`src/rtl/noc_pkg.sv`:
```
// Shared definitions for the mesh NoC router.
//   N_PORTS / P_L..P_W : port count and port indices (0=L,1=N,2=E,3=S,4=W)
//   port_idx_t         : 3-bit port index
//   port_mask_t        : one bit per port
//   get_dx / get_dy    : extract destination coordinates from a flit that has been
//                        zero-extended to FLIT_MAX bits (flits up to 64 bits wide)
package noc_pkg;

  localparam int N_PORTS  = 5;
  localparam int FLIT_MAX = 64;

  typedef logic [2:0]         port_idx_t;
  typedef logic [N_PORTS-1:0] port_mask_t;

  localparam port_idx_t P_L = 3'd0;
  localparam port_idx_t P_N = 3'd1;
  localparam port_idx_t P_E = 3'd2;
  localparam port_idx_t P_S = 3'd3;
  localparam port_idx_t P_W = 3'd4;

  // dest x occupies the top CW bits of the DW-bit flit
  function automatic logic [31:0] get_dx(input logic [FLIT_MAX-1:0] flit, input int dw, input int cw);
    logic [FLIT_MAX-1:0] mask;
    mask = (64'd1 << cw) - 64'd1;
    return 32'((flit >> (dw - cw)) & mask);
  endfunction

  // dest y sits directly below dest x
  function automatic logic [31:0] get_dy(input logic [FLIT_MAX-1:0] flit, input int dw, input int cw);
    logic [FLIT_MAX-1:0] mask;
    mask = (64'd1 << cw) - 64'd1;
    return 32'((flit >> (dw - 2 * cw)) & mask);
  endfunction

endpackage

```
`src/rtl/router_in_fifo.sv`:
```
// Input flit FIFO for one router port.
//   clk, reset : clock, async active-high reset (empties the FIFO)
//   wr_en      : push wr_data this edge
//   rd_en      : pop the head this edge (ignored when empty)
//   head       : current head flit (valid when !empty)
//   empty      : FIFO holds no flits
//   overflow   : push attempted while full and not popped; the flit is dropped
module router_in_fifo #(
  parameter int DW        = 16,
  parameter int BUF_DEPTH = 4
) (
  input  logic          clk,
  input  logic          reset,
  input  logic          wr_en,
  input  logic [DW-1:0] wr_data,
  input  logic          rd_en,
  output logic [DW-1:0] head,
  output logic          empty,
  output logic          overflow
);

  localparam int AW = $clog2(BUF_DEPTH);
  localparam logic [AW:0] PTR_ONE = (AW + 1)'(1);

  logic [DW-1:0] mem [BUF_DEPTH];
  logic [AW:0]   wr_ptr, rd_ptr;
  logic          full, do_rd, do_wr;

  // Extra MSB on each pointer distinguishes full from empty.
  assign full     = (wr_ptr[AW] != rd_ptr[AW]) && (wr_ptr[AW-1:0] == rd_ptr[AW-1:0]);
  assign empty    = (wr_ptr == rd_ptr);
  assign do_rd    = rd_en && !empty;
  // A full FIFO being popped on the same edge still has room for the write.
  assign do_wr    = wr_en && (!full || do_rd);
  assign overflow = wr_en && full && !do_rd;
  assign head     = mem[rd_ptr[AW-1:0]];

  always_ff @(posedge clk or posedge reset) begin
    if (reset) begin
      wr_ptr <= '0;
      rd_ptr <= '0;
    end else begin
      if (do_wr) wr_ptr <= wr_ptr + PTR_ONE;
      if (do_rd) rd_ptr <= rd_ptr + PTR_ONE;
    end
  end

  always_ff @(posedge clk) begin
    if (do_wr) mem[wr_ptr[AW-1:0]] <= wr_data;
  end

endmodule

```
`src/rtl/mesh_router.sv`:
```
// 5-port mesh router (L,N,E,S,W) with XY routing, per-output round-robin
// arbitration and credit-based flow control. PORT_EN trims ports for edge/corner tiles.
//   clk, reset : clock, async active-high reset
//   data_i     : inbound flits, slice p = port p
//   valid_i    : inbound flit valid per port
//   credit_i   : per-output pulse, downstream freed one slot
//   data_o     : registered outbound flits (hold when idle)
//   valid_o    : registered outbound valid
//   credit_o   : per-input pulse, one flit popped from that input FIFO
//   err_o      : sticky; FIFO overflow or route to a disabled port
module mesh_router
  import noc_pkg::*;
#(
  parameter int         DW        = 16,
  parameter int         CW        = 3,
  parameter int         X_COORD   = 0,
  parameter int         Y_COORD   = 0,
  parameter int         BUF_DEPTH = 4,
  parameter port_mask_t PORT_EN   = 5'b11111
) (
  input  logic                  clk,
  input  logic                  reset,
  input  logic [N_PORTS*DW-1:0] data_i,
  input  logic [N_PORTS-1:0]    valid_i,
  input  logic [N_PORTS-1:0]    credit_i,
  output logic [N_PORTS*DW-1:0] data_o,
  output logic [N_PORTS-1:0]    valid_o,
  output logic [N_PORTS-1:0]    credit_o,
  output logic                  err_o
);

  localparam int             CRW    = $clog2(BUF_DEPTH + 1);
  localparam logic [CRW-1:0] CR_MAX = CRW'(BUF_DEPTH);
  localparam logic [CRW-1:0] CR_ONE = CRW'(1);
  localparam logic [31:0]    X_U    = 32'(X_COORD);
  localparam logic [31:0]    Y_U    = 32'(Y_COORD);

  logic [DW-1:0]  head   [N_PORTS];
  logic [31:0]    dx     [N_PORTS];
  logic [31:0]    dy     [N_PORTS];
  port_idx_t      route  [N_PORTS];
  port_idx_t      winner [N_PORTS];
  port_idx_t      rr_ptr [N_PORTS];
  logic [CRW-1:0] credit [N_PORTS];
  port_mask_t     empty, ovf, drop, grant, pop;

  // Disabled ports have no FIFO: they look permanently empty and ignore valid_i.
  for (genvar p = 0; p < N_PORTS; p++) begin : g_port
    if (PORT_EN[p]) begin : g_en
      router_in_fifo #(.DW(DW), .BUF_DEPTH(BUF_DEPTH)) u_fifo (
        .clk      (clk),
        .reset    (reset),
        .wr_en    (valid_i[p]),
        .wr_data  (data_i[p*DW +: DW]),
        .rd_en    (pop[p]),
        .head     (head[p]),
        .empty    (empty[p]),
        .overflow (ovf[p])
      );
    end else begin : g_dis
      assign head[p]  = '0;
      assign empty[p] = 1'b1;
      assign ovf[p]   = 1'b0;
    end
  end

  // Unused slices of disabled ports are read here only to keep lint quiet.
  logic unused_in;
  assign unused_in = ^{data_i, valid_i, credit_i};

  // XY route of every head; heads bound for a disabled port are discarded.
  always_comb begin
    for (int p = 0; p < N_PORTS; p++) begin
      dx[p] = get_dx(FLIT_MAX'(head[p]), DW, CW);
      dy[p] = get_dy(FLIT_MAX'(head[p]), DW, CW);
      if (dx[p] > X_U)      route[p] = P_E;
      else if (dx[p] < X_U) route[p] = P_W;
      else if (dy[p] > Y_U) route[p] = P_S;
      else if (dy[p] < Y_U) route[p] = P_N;
      else                  route[p] = P_L;
      drop[p] = !empty[p] && !PORT_EN[route[p]];
    end
  end

  // Per-output round-robin: scan inputs starting at rr_ptr, first requester wins.
  always_comb begin
    int idx;
    idx = 0;
    for (int o = 0; o < N_PORTS; o++) begin
      grant[o]  = 1'b0;
      winner[o] = P_L;
      if (PORT_EN[o] && credit[o] != '0) begin
        for (int k = 0; k < N_PORTS; k++) begin
          idx = (int'(rr_ptr[o]) + k) % N_PORTS;
          if (!grant[o] && !empty[idx] && route[idx] == port_idx_t'(o)) begin
            grant[o]  = 1'b1;
            winner[o] = port_idx_t'(idx);
          end
        end
      end
    end
  end

  // Each input requests one output only, so the winners never collide.
  always_comb begin
    pop = drop;
    for (int o = 0; o < N_PORTS; o++) begin
      if (grant[o]) pop[winner[o]] = 1'b1;
    end
  end

  always_ff @(posedge clk or posedge reset) begin
    if (reset) begin
      data_o   <= '0;
      valid_o  <= '0;
      credit_o <= '0;
      err_o    <= 1'b0;
      for (int o = 0; o < N_PORTS; o++) begin
        credit[o] <= CR_MAX;
        rr_ptr[o] <= P_L;
      end
    end else begin
      valid_o  <= grant;
      credit_o <= pop;
      err_o    <= err_o | (|ovf) | (|drop);
      for (int o = 0; o < N_PORTS; o++) begin
        if (grant[o]) begin
          data_o[o*DW +: DW] <= head[winner[o]];
          rr_ptr[o]          <= (winner[o] == P_W) ? P_L : winner[o] + 3'd1;
        end
        if (grant[o] && !credit_i[o])
          credit[o] <= credit[o] - CR_ONE;
        else if (!grant[o] && credit_i[o] && PORT_EN[o] && credit[o] != CR_MAX)
          credit[o] <= credit[o] + CR_ONE;
      end
    end
  end

endmodule

```
`config.mk`:
```
export PLATFORM = sky130hd
export DESIGN_NAME = mesh_router
export DESIGN_NICKNAME = d
export VERILOG_FILES = /design/src/rtl/noc_pkg.sv /design/src/rtl/router_in_fifo.sv /design/src/rtl/mesh_router.sv
export SDC_FILE = /design/constraint.sdc
export NUM_CORES = 1
export LEC_CHECK = 0
export CORE_MARGIN = 2
export CORE_UTILIZATION = 52
export DETAILED_ROUTE_END_ITERATION = 8
export PLACE_DENSITY_LB_ADDON = 0.08
export SYNTH_ARGS = -nofsm -noshare
export SYNTH_HDL_FRONTEND = slang
export SYNTH_HIERARCHICAL = 1
export SYNTH_SLANG_ARGS = --single-unit
```
`constraint.sdc`:
```
create_clock -name clk -period 20.8 [get_ports clk]
set_input_delay 6.24 -clock clk [delete_from_list [all_inputs] [get_ports clk]]
set_output_delay 6.24 -clock clk [all_outputs]
set_load 0.05 [all_outputs]
```
==> results.json <==
{
  "maxCapViolCount": 0,
  "grt_setup_unrepaired": "false",
  "holdPathEnd": "data_o[21]$_DFFE_PP0N_",
  "dr.pass1.iters": 7,
  "ant_nets": 0,
  "vias_per_cell": 6.229,
  "ys_ff_latch": 442,
  "worst_slew_pin_slew_ns": 1.117,
  "cts_tree": "built",
  "setup_violations": 0,
  "grt_use_met1_pct": 36.18,
  "cp.required_ns": 20.99,
  "grt_pass1_wl_mm": 100.4,
  "grt_antenna_before_repair": 0,
  "cp.buffers_inverters": 6,
  "clk_path_buf_depth": 3,
  "pin_count": 183,
  "max_stage_delay_ns": 0.79,
  "clock_skew_ns": 0.02449,
  "endpoint_kind": "flop",
  "synthXorXnorAreaFrac_pct": 2.410,
  "async_reset_ff_share_pct": 27.60,
  "htreeDepth": 2,
  "period_minus_slack_ns": 8.998,
  "crit_slowest_cell": "o32a_1",
  "grtUsageTotal_pct": 26.55,
  "initial_core_util_pct": 52.96,
  "cts_resized": 0,
  "top_usage_layer": "met2",
  "drt_iter0_drc": 1482,
  "yosys_warnings": 6,
  "r2r_start": "rr_ptr[3]$_DFFE_PP0P_",
  "synth-edff-count": 320,
  "wire_per_inst_um": 23.89,
  "vias": 17116,
  "fin_ws_ns": 11.80,
  "use_met3_pct": 3.240,
  "postCtsSetupRepairBufs": 0,
  "insertion_delay_ns": 0.59,
  "diodes": 0,
  "overflow": 0,
  "post-place-cells": 2665,
  "dp.final_hpwl_mm": 46.84,
  "hold_depth": 0,
  "fp.dieW_um": 222.2,
  "slew_headroom_pct": 24.77,
  "die_area_um2": 49380,
  "place.gp.congestion": 0.9058,
  "max_freq_ghz": 0.1111,
  "finalMaxSlewViolations": 0,
  "synth_ff_type": "edfxtp_1",
  "cts_hold_buffers": 0,
  "r2r-end": "g_port[0].g_en.u_fifo/mem[3][14]$_DFFE_PP_",
  "layout-drive-gt1-share_pct": 12.47,
  "synth_seq_area_share_pct": 51.15,
  "ys_types": 109,
  "die_h_um": 222.2,
  "synth_fa_ha_area_share_pct": 4.921,
  "nets": 2294,
  "syn_to_final_growth_pct": 13.76,
  "preCtsSetupSlack_ns": 12.01,
  "synth_compound_area_share_pct": 14.52,
  "drc": 0,
  "synthCells": 1973,
  "worst_ep_arrival_time_ns": 9.19,
  "fin_crit_sh_pct": 43.26,
  "rr_worst_depth": 25,
  "crit_family": "simple AND/OR/NAND/NOR gates",
  "crit_fanout": 37,
  "routed_wl_mm": 65.64,
  "cp-start-kind": "flop",
  "clkSlewWorstSetupHoldPaths_ns": 0.06,
  "fin_cells": 2748,
  "grt_pass1_vias": 16565,
  "cts_root_buf": "clkbuf_16",
  "finalHoldViolations": 0,
  "hold_class": "flop to flop",
  "placementRows": 79,
  "coreArea_um2": 46750,
  "avgSynthCellArea_um2": 12.55,
  "synth_simple_gate_area_share_pct": 10.84,
  "synth_top_family_by_area": "compound AO/OA/AOI/OAI gates",
  "utilization_pct": 60.25,
  "hp-start": "data_o[21]$_DFFE_PP0N_",
  "clock_sinks": 442,
  "criticalPathCategory": "flop to flop",
  "grtUsageMet2_pct": 44.76,
  "syn_area_um2": 24760,
  "final.setup.tns_ns": 0,
  "io_buffer_count": 163,
  "outcome": "finished clean",
  "synthMuxAreaShare_pct": 11.94,
  "numCtsBuffers": 47,
  "reg2reg_slack_ns": 11.80,
  "grt_max_degree": 52
}
==> cell usage after synthesis, drive strengths merged (8+ instances only) <==
| cell | instances | area share (%) |
|---|---|---|
| inv | 82 | 1.2 |
| nand3 | 28 | 0.57 |
| nor3 | 67 | 1.4 |
| nand2b | 29 | 0.73 |
| mux2 | 35 | 1.6 |
| mux4 | 82 | 7.8 |
| nand3b | 10 | 0.30 |
| dfrtp | 119 | 12 |
| nor2b | 22 | 0.56 |
| o31ai | 33 | 1.1 |
| o211ai | 14 | 0.44 |
| a21oi | 105 | 2.2 |
| nor4 | 12 | 0.33 |
| a22oi | 8 | 0.24 |
| clkbuf | 50 | 0.77 |
| and3 | 25 | 0.66 |
| nand2 | 97 | 1.5 |
| o21ai | 58 | 1.2 |
| edfxtp | 320 | 39 |
| ha | 91 | 4.6 |
| a21boi | 8 | 0.24 |
| o221ai | 22 | 1.0 |
| or2 | 9 | 0.23 |
| o22ai | 11 | 0.28 |
| xor2 | 19 | 1.2 |
| mux2i | 64 | 2.6 |
| a31oi | 14 | 0.38 |
| or3 | 26 | 0.66 |
| a211oi | 41 | 1.4 |
| a2bb2oi | 15 | 0.53 |
| and2 | 17 | 0.43 |
| xnor2 | 35 | 1.2 |
| nor3b | 26 | 0.79 |
| o21a | 52 | 1.6 |
| o41ai | 9 | 0.32 |
| nor2 | 110 | 1.7 |
| buf | 74 | 2.2 |
==> per-stage QoR <==
step | hold slack [ns] | area (µm²)
finish | 0.3756 | 28170
global placement | 0.3646 | 26740
CTS | 0.3799 | 28170
floorplan | 0.4743 | 24830
detailed placement | 0.3645 | 26740
global route | 0.3891 | 28170
==> worst max-delay path by stage <==
stage	startpoint	end	slack, ns	cells after the start
after floorplan	reset	credit[12]$_DFFE_PP0P_	12.17	1
after global placement	rr_ptr[3]$_DFFE_PP0P_	g_port[0].g_en.u_fifo/mem[1][4]$_DFFE_PP_	12.17	25
after detailed placement	rr_ptr[3]$_DFFE_PP0P_	g_port[0].g_en.u_fifo/mem[3][2]$_DFFE_PP_	12.01	25
after CTS	rr_ptr[3]$_DFFE_PP0P_	g_port[0].g_en.u_fifo/mem[3][9]$_DFFE_PP_	11.94	25
after global routing	rr_ptr[3]$_DFFE_PP0P_	g_port[0].g_en.u_fifo/mem[3][9]$_DFFE_PP_	11.20	25
final	rr_ptr[3]$_DFFE_PP0P_	g_port[0].g_en.u_fifo/mem[3][14]$_DFFE_PP_	11.80	25
==> metal layers <==
metal / part of all wire, % / vias to the layer above
met1: 42 / 8602
met2: 50 / 536
met3: 5.3 / 84
met5: 0 / -
met4: 2.6 / 0
li1: - / 7894
==> cell families after synthesis <==
kind of cell / Yosys count
flops: 442
mux: 181
buf+inv: 208
fa+ha+maj: 95
other cells: 1
xor+xnor: 54
compound gates: 483
simple gates: 509
==> registers in the layout, summed over array words and instances (netlist names) <==
| signal | flops |
|---|---|
| g_port.g_en.u_fifo/mem | 320 |
| data_o | 64 |
| g_port.g_en.u_fifo/rd_ptr | 15 |
| g_port.g_en.u_fifo/wr_ptr | 15 |
| credit | 9 |
| rr_ptr | 9 |
| credit_o | 5 |
| valid_o | 4 |
| err_o | 1 |
==> placed cells by master, fill, tap and decap left out, types with 10 or more instances in the layout <==
| cell | count |
|---|---|
| and2_1 | 15 |
| a21oi_1 | 102 |
| o21a_1 | 52 |
| a2bb2oi_1 | 15 |
| clkdlybuf4s50_1 | 163 |
| clkbuf_1 | 15 |
| mux4_1 | 20 |
| nand2_1 | 96 |
| clkbuf_16 | 47 |
| nor3b_1 | 26 |
| o22ai_1 | 11 |
| conb_1 | 18 |
| nand2b_1 | 29 |
| ha_1 | 91 |
| dfrtp_1 | 119 |
| mux2_2 | 28 |
| o221ai_1 | 12 |
| mux4_2 | 62 |
| mux2i_1 | 64 |
| edfxtp_1 | 320 |
| nand3_1 | 28 |
| nor3_1 | 65 |
| buf_4 | 29 |
| a31oi_1 | 12 |
| xnor2_1 | 35 |
| xor2_1 | 10 |
| o211ai_1 | 13 |
| inv_1 | 76 |
| nand3b_1 | 10 |
| nor2b_1 | 22 |
| nor2_1 | 109 |
| or3_1 | 26 |
| o221ai_2 | 10 |
| a211oi_1 | 38 |
| nor4_1 | 11 |
| o21ai_0 | 53 |
| and3_1 | 20 |
| o31ai_1 | 31 |
==> area by class of cell <==
class	instances	area [µm²]
fillers	3692	18580
flip-flops and latches	442	12670
multi-input cells	1340	11150
repair buffers	192	1849
clock buffers	63	1246
well taps	607	759.5
inverters	84	317.8
clock inverters	20	182.7
==> worst register-to-register path, cell delays in order, from the launching register on <==
cell	delay [ns]
dfrtp_1	0.33
buf_4	0.36
clkinv_1	0.71
ha_1	0.57
inv_1	0.16
ha_1	0.25
inv_1	0.12
ha_1	0.21
or3_1	0.37
nand2_1	0.11
xnor2_1	0.19
inv_1	0.11
ha_1	0.22
inv_1	0.08
a21oi_1	0.06
o221ai_1	0.41
nor2b_1	0.23
a21oi_1	0.09
o32ai_1	0.38
or2_2	0.22
mux2i_1	0.21
o32a_1	0.79
nand3_1	0.75
o211ai_1	0.67
or4_4	0.26
and3_1	0.74
Power is not shown: default switching activity piles up to over one toggle a cycle in this logic, so the estimate is an artifact.
==> RTL edit 1: new RTL, config.mk and constraints unchanged <==
`N_PORTS`: 5 -> 10.
--- a/src/rtl/noc_pkg.sv
+++ b/src/rtl/noc_pkg.sv
@@ -6,7 +6,7 @@
 //                        zero-extended to FLIT_MAX bits (flits up to 64 bits wide)
 package noc_pkg;
 
-  localparam int N_PORTS  = 5;
+  localparam int N_PORTS  = 10;
   localparam int FLIT_MAX = 64;
 
   typedef logic [2:0]         port_idx_t;
Interface: changed (6 resized); port bits go from 183 to 363. The function was not compared with the original's and may differ.
==> RTL edit 1 against the original RTL <==
- worst setup slack improved by 0.51 ns
- final area rose by 0.95%
- sequential cell count rose by 3
- first-iteration DRC count rose by 15%
- synthesized area rose by 1.8%
- synthesized cell count rose by 4.4%
- maximum frequency rose by 6.0%
- routed wire length rose by 2.4%
- critical endpoint is now g_port[0].g_en.u_fifo/mem[3][1]$_DFFE_PP_
- sequential share of layout area fell by 0.16 points
- core utilization fell by 0.69 points
Power is not shown: default switching activity piles up to over one toggle a cycle in this logic, so the estimate is an artifact.
==> RTL edit 1: results (changes against the original RTL) <==
status:
  status: "finished clean"
worst_setup_path:
  cp.arrival_ns: 8.68  # -0.51 ns
cts:
  root_buffer: "clkbuf_16"
  cts_buffers: 45  # -4.3%
  clock_latency_ns: 0.58
  post_cts_buffers: 0  # unchanged
timing:
  tightest_slew_ns: 1.11  # -0.0110 ns
  worst_clock_skew_ns: 0.0293  # +0.00486 ns
drt:
  wire_per_inst_um: 23.5  # -1.4%
  drt_iter0_markers: 1711  # +15%
  via_per_inst: 6.23  # about the same
  drt-pass1-iter-count: 8  # +1
placed_design:
  place_area_um2: 27000  # +0.95%
  post-dp-hpwl_um: 48000  # +2.6%
  place.gp.congestion: 0.927  # +2.3%
  io_buffers: 166  # +1.8%
global_route:
  grt_max_degree: 66  # +27%
  grt_pass1_wl_um: 102000  # +2.0%
  grt_pass1_vias: 17100  # +3.0%
  grt_usage_pct: 26.6  # +0.084 points
  grt_antenna_before_repair: 2  # +2
layout:
  drive_gt1_share_pct: 11.1  # -1.4 points
  fill_cells: 3874  # +4.9%
  fin_nets: 2485  # +8.3%
yosys:
  ys_seq_area_share_pct: 50.5  # -0.61 points
  synth_common_cells: "320 x edfxtp_1, 124 x nand2_1, 122 x dfrtp_1"
  ys_async_sr_fraction_pct: 28.1  # +0.49 points
  synth_cell_type_count: 103  # -5.5%
  ys_top_cells_by_area: "edfxtp_1 38%, dfrtp_1 12%, mux4_2 5.5%, ha_1 4.9%, buf_4 3.2%"
  yosys_warnings: 6  # unchanged
[RTL edit 1: cell families after synthesis]
kind of cell / Yosys count / share of synthesized area, %
AO/OA/AOI/OAI: 516 / 14.6
AND/OR/NAND/NOR: 513 / 10.7
flip-flops: 445 / 50.5
buffers and inverters: 282 / 6.26
multiplexers: 151 / 10.5
adder cells (fa/ha/maj): 101 / 5.10
XOR/XNOR: 50 / 2.20
other: 1 / 0.0149
[RTL edit 1: layer usage]
metal,GRT usage (%),vias to the layer above,share of wire [%]
met5,0,-,0.016
met4,8.78,2,3.0
met3,3.74,110,5.9
met2,43.5,644,48
met1,37.0,8968,43
li1,-,8059,-
[RTL edit 1: layout make-up]
cell class	instances	area, um2	area share (%)
Antenna cell	1	2.50	0.00880
Clock buffer	67	1270	4.47
Clock inverter	17	168	0.590
Inverter	77	292	1.03
Multi-Input combinational cell	1436	11300	39.7
Sequential cell	445	12700	44.8
Tap cell	615	769	2.71
Timing Repair Buffer	197	1890	6.66
[RTL edit 1: critical path: stages (launching register included)]
cell and delay (ns):
dfrtp_1 0.32, buf_4 0.22, clkinv_1 0.32, ha_1 0.85, inv_1 0.43, ha_1 0.34
o41ai_1 0.38, a22o_1 0.25, inv_1 0.08, ha_1 0.27, inv_1 0.04, nor4_1 0.56
o21ai_0 0.19, o211ai_1 0.18, nand2_1 0.18, nor4_1 0.33, o31a_1 0.16, o22a_1 0.29
nand3_1 0.67, o221ai_1 0.93, or4_4 0.30, and3_1 0.79
[RTL edit 1: path summary, 6_finish.rpt]
path                                         from                                          end  slack [ns]  depth (start not counted)
min reg2reg                data_o[16]$_DFFE_PP0N_                       data_o[16]$_DFFE_PP0N_        0.37                          0
min                        data_o[16]$_DFFE_PP0N_                       data_o[16]$_DFFE_PP0N_        0.37                          0
max in group asynchronous                   reset                       credit[18]$_DFFE_PP0P_       12.95                          3
max reg2reg                rr_ptr[18]$_DFFE_PP0N_    g_port[0].g_en.u_fifo/mem[3][1]$_DFFE_PP_       12.31                         21
max                        rr_ptr[18]$_DFFE_PP0N_    g_port[0].g_en.u_fifo/mem[3][1]$_DFFE_PP_       12.31                         21
min in group asynchronous                   reset  g_port[2].g_en.u_fifo/wr_ptr[0]$_DFFE_PP0P_        6.40                          2
[RTL edit 1: per-stage QoR]
| step | hold WS, ns | std cells | util (%) | worst slack (ns) |
|---|---|---|---|---|
| floorplan | 0.454 | 2163 | - | 12.09 |
| finish | 0.372 | 2855 | 59.6 | 12.31 |
| detailed placement | 0.364 | 2770 | 56.5 | 12.30 |
| global route | 0.390 | 2855 | 59.6 | 11.82 |
| CTS | 0.378 | 2854 | 59.6 | 12.34 |
| global placement | 0.364 | 2770 | 56.5 | 12.29 |
==> RTL edit 2: new RTL, same flow settings <==
Made on the original files. Register the output `err_o` once more; this adds one clock of latency there. The other outputs are not delayed to match.
--- a/src/rtl/mesh_router.sv
+++ b/src/rtl/mesh_router.sv
@@ -34,6 +34,8 @@
   localparam logic [CRW-1:0] CR_ONE = CRW'(1);
   localparam logic [31:0]    X_U    = 32'(X_COORD);
   localparam logic [31:0]    Y_U    = 32'(Y_COORD);
+
+  logic err_s0;
 
   logic [DW-1:0]  head   [N_PORTS];
   logic [31:0]    dx     [N_PORTS];
@@ -114,7 +116,7 @@
       data_o   <= '0;
       valid_o  <= '0;
       credit_o <= '0;
-      err_o    <= 1'b0;
+      err_s0   <= 1'b0;
       for (int o = 0; o < N_PORTS; o++) begin
         credit[o] <= CR_MAX;
         rr_ptr[o] <= P_L;
@@ -122,7 +124,7 @@
     end else begin
       valid_o  <= grant;
       credit_o <= pop;
-      err_o    <= err_o | (|ovf) | (|drop);
+      err_s0   <= err_s0 | (|ovf) | (|drop);
       for (int o = 0; o < N_PORTS; o++) begin
         if (grant[o]) begin
           data_o[o*DW +: DW] <= head[winner[o]];
@@ -136,5 +138,9 @@
     end
   end
 
+  always_ff @(posedge clk) begin
+    err_o <= err_s0;
+  end
+
 endmodule
 
Check against the original RTL: not settled (the Yosys comparison gave no result); the edit may change what the design does.
==> RTL edit 2 against the original RTL <==
- final area grew 0.50%
- synthesized cell count barely moved
- worst setup slack better by 0.51 ns
- non-clock buffer count grew 6
- sequential cell count is 1 higher
- critical path type unchanged
- routed wire length shrank 0.38%
- largest cell class unchanged
- synthesized area about the same
- highest routed layer unchanged
- die area hardly changed
Power is left out: the tool's default activity adds up to more than one toggle a clock period on the data nets, which glitch-free logic cannot reach.
==> RTL edit 2: results (changes against the original RTL) <==
yosys:
  synthFlopType: "edfxtp_1"
  synthAdderAreaFrac_pct: 4.92  # about the same
  synth_compound_area_share_pct: 14.5  # about the same
  synth_xor_area_share_pct: 2.41  # about the same
  ys_seq_area_share_pct: 51.2  # about the same
  ys_top_cells_by_area: "edfxtp_1 39%, dfrtp_1 12%, mux4_2 5.6%, ha_1 4.6%, mux2i_1 2.6%"
  ys_async_sr_fraction_pct: 27.5  # -0.062 points
  synth_cell_type_count: 110  # +0.92%
  yosys_warnings: 6  # unchanged
  synthMuxAreaShare_pct: 11.9  # about the same
cts:
  clockBufferDepth: 3  # unchanged
  cts.clk_slew.worst_paths_ns: 0.06  # about the same
  cts_resized: 0  # unchanged
  cts_buffers: 46  # -2.1%
  cts-htree-levels: 2  # unchanged
  root_buffer: "clkbuf_16"
  clock_latency_ns: 0.58
timing:
  worst_clock_skew_ns: 0.0213  # -0.00314 ns
  tightest_slew_ns: 1.01  # -0.111 ns
global_route:
  grtUsageMet2_pct: 44.3  # -0.47 points
  met1_usage_pct: 35.5  # -0.65 points
  grt_use_met3_pct: 3.21  # -0.026 points
  grt_max_degree: 51  # -1.9%
  grt_usage_pct: 26.3  # -0.22 points
  grt_pass1_wl_um: 100000  # -0.28%
  grt_pass1_vias: 16800  # +1.3%
  grt_antenna_before_repair: 0  # unchanged
worst_setup_path:
  slowest_stage: "and3_1"
  cp.arrival_ns: 8.69  # -0.50 ns
  cpLargestDelayFamily: "simple AND/OR/NAND/NOR gates"
  slowest_delay_ns: 0.75  # -0.04 ns
min_path:
  hold_path.class: "flop to flop"
status:
  status: "finished clean"
placed_design:
  post-dp-hpwl_um: 46800  # about the same
  io_buffers: 163  # unchanged
  place_area_um2: 26800  # +0.24%
  place.gp.congestion: 0.910  # +0.49%
drt:
  via_per_inst: 6.20  # -0.47%
  drt-met1-wl_um: 27600  # about the same
  drt_iter0_markers: 1499  # +1.1%
  drt-pass1-iter-count: 8  # +1
  postRouteWirelength_um: 65400  # -0.38%
  wl_met3_um: 3550  # +2.2%
  routed.top_layer: "met4"
  dr_wl_met2_um: 32100  # -2.3%
layout:
  largest_reg_flops: 320  # unchanged
  antenna_cells: 0  # unchanged
  fill_cells: 3700  # +0.22%
  drive_gt1_share_pct: 12.6  # +0.17 points
  fin_nets: 2300  # +0.26%
[RTL edit 2: changes by cell type after synthesis, sizes merged]
cell	delta
dfxtp	+1
[RTL edit 2: final cells by class]
| class | instances | area (um2) | share of cell area, % |
|---|---|---|---|
| repair buffers | 198 | 1890 | 6.69 |
| clock inverters | 18 | 210 | 0.742 |
| clock buffers | 68 | 1290 | 4.57 |
| flip-flops and latches | 443 | 12700 | 44.8 |
| well taps | 607 | 759 | 2.68 |
| multi-input cells | 1340 | 11100 | 39.4 |
| inverters | 84 | 318 | 1.12 |
[RTL edit 2: worst paths after layout]
check                                  startpoint                                           to  slack (ns)  cells past startpoint
max                         rr_ptr[3]$_DFFE_PP0P_   g_port[0].g_en.u_fifo/mem[0][13]$_DFFE_PP_       12.31                     26
max in group asynchronous                   reset                        credit[4]$_DFFE_PP0P_       13.33                      4
min in group asynchronous                   reset  g_port[4].g_en.u_fifo/rd_ptr[1]$_DFFE_PP0P_        6.12                      3
min                        data_o[29]$_DFFE_PP0N_                       data_o[29]$_DFFE_PP0N_        0.38                      0
min reg2reg                data_o[29]$_DFFE_PP0N_                       data_o[29]$_DFFE_PP0N_        0.38                      0
max reg2reg                 rr_ptr[3]$_DFFE_PP0P_   g_port[0].g_en.u_fifo/mem[0][13]$_DFFE_PP_       12.31                     26
[RTL edit 2: per-stage QoR]
stage	worst slack (ns)	utilization [%]	hold WS, ns	std cells
after floorplan	12.17	-	0.348	1991
after global placement	12.59	57.3	0.365	2672
after global routing	11.79	60.6	0.389	2758
after detailed placement	12.44	57.3	0.367	2672
final	12.31	60.6	0.376	2758
after CTS	12.41	60.6	0.381	2758
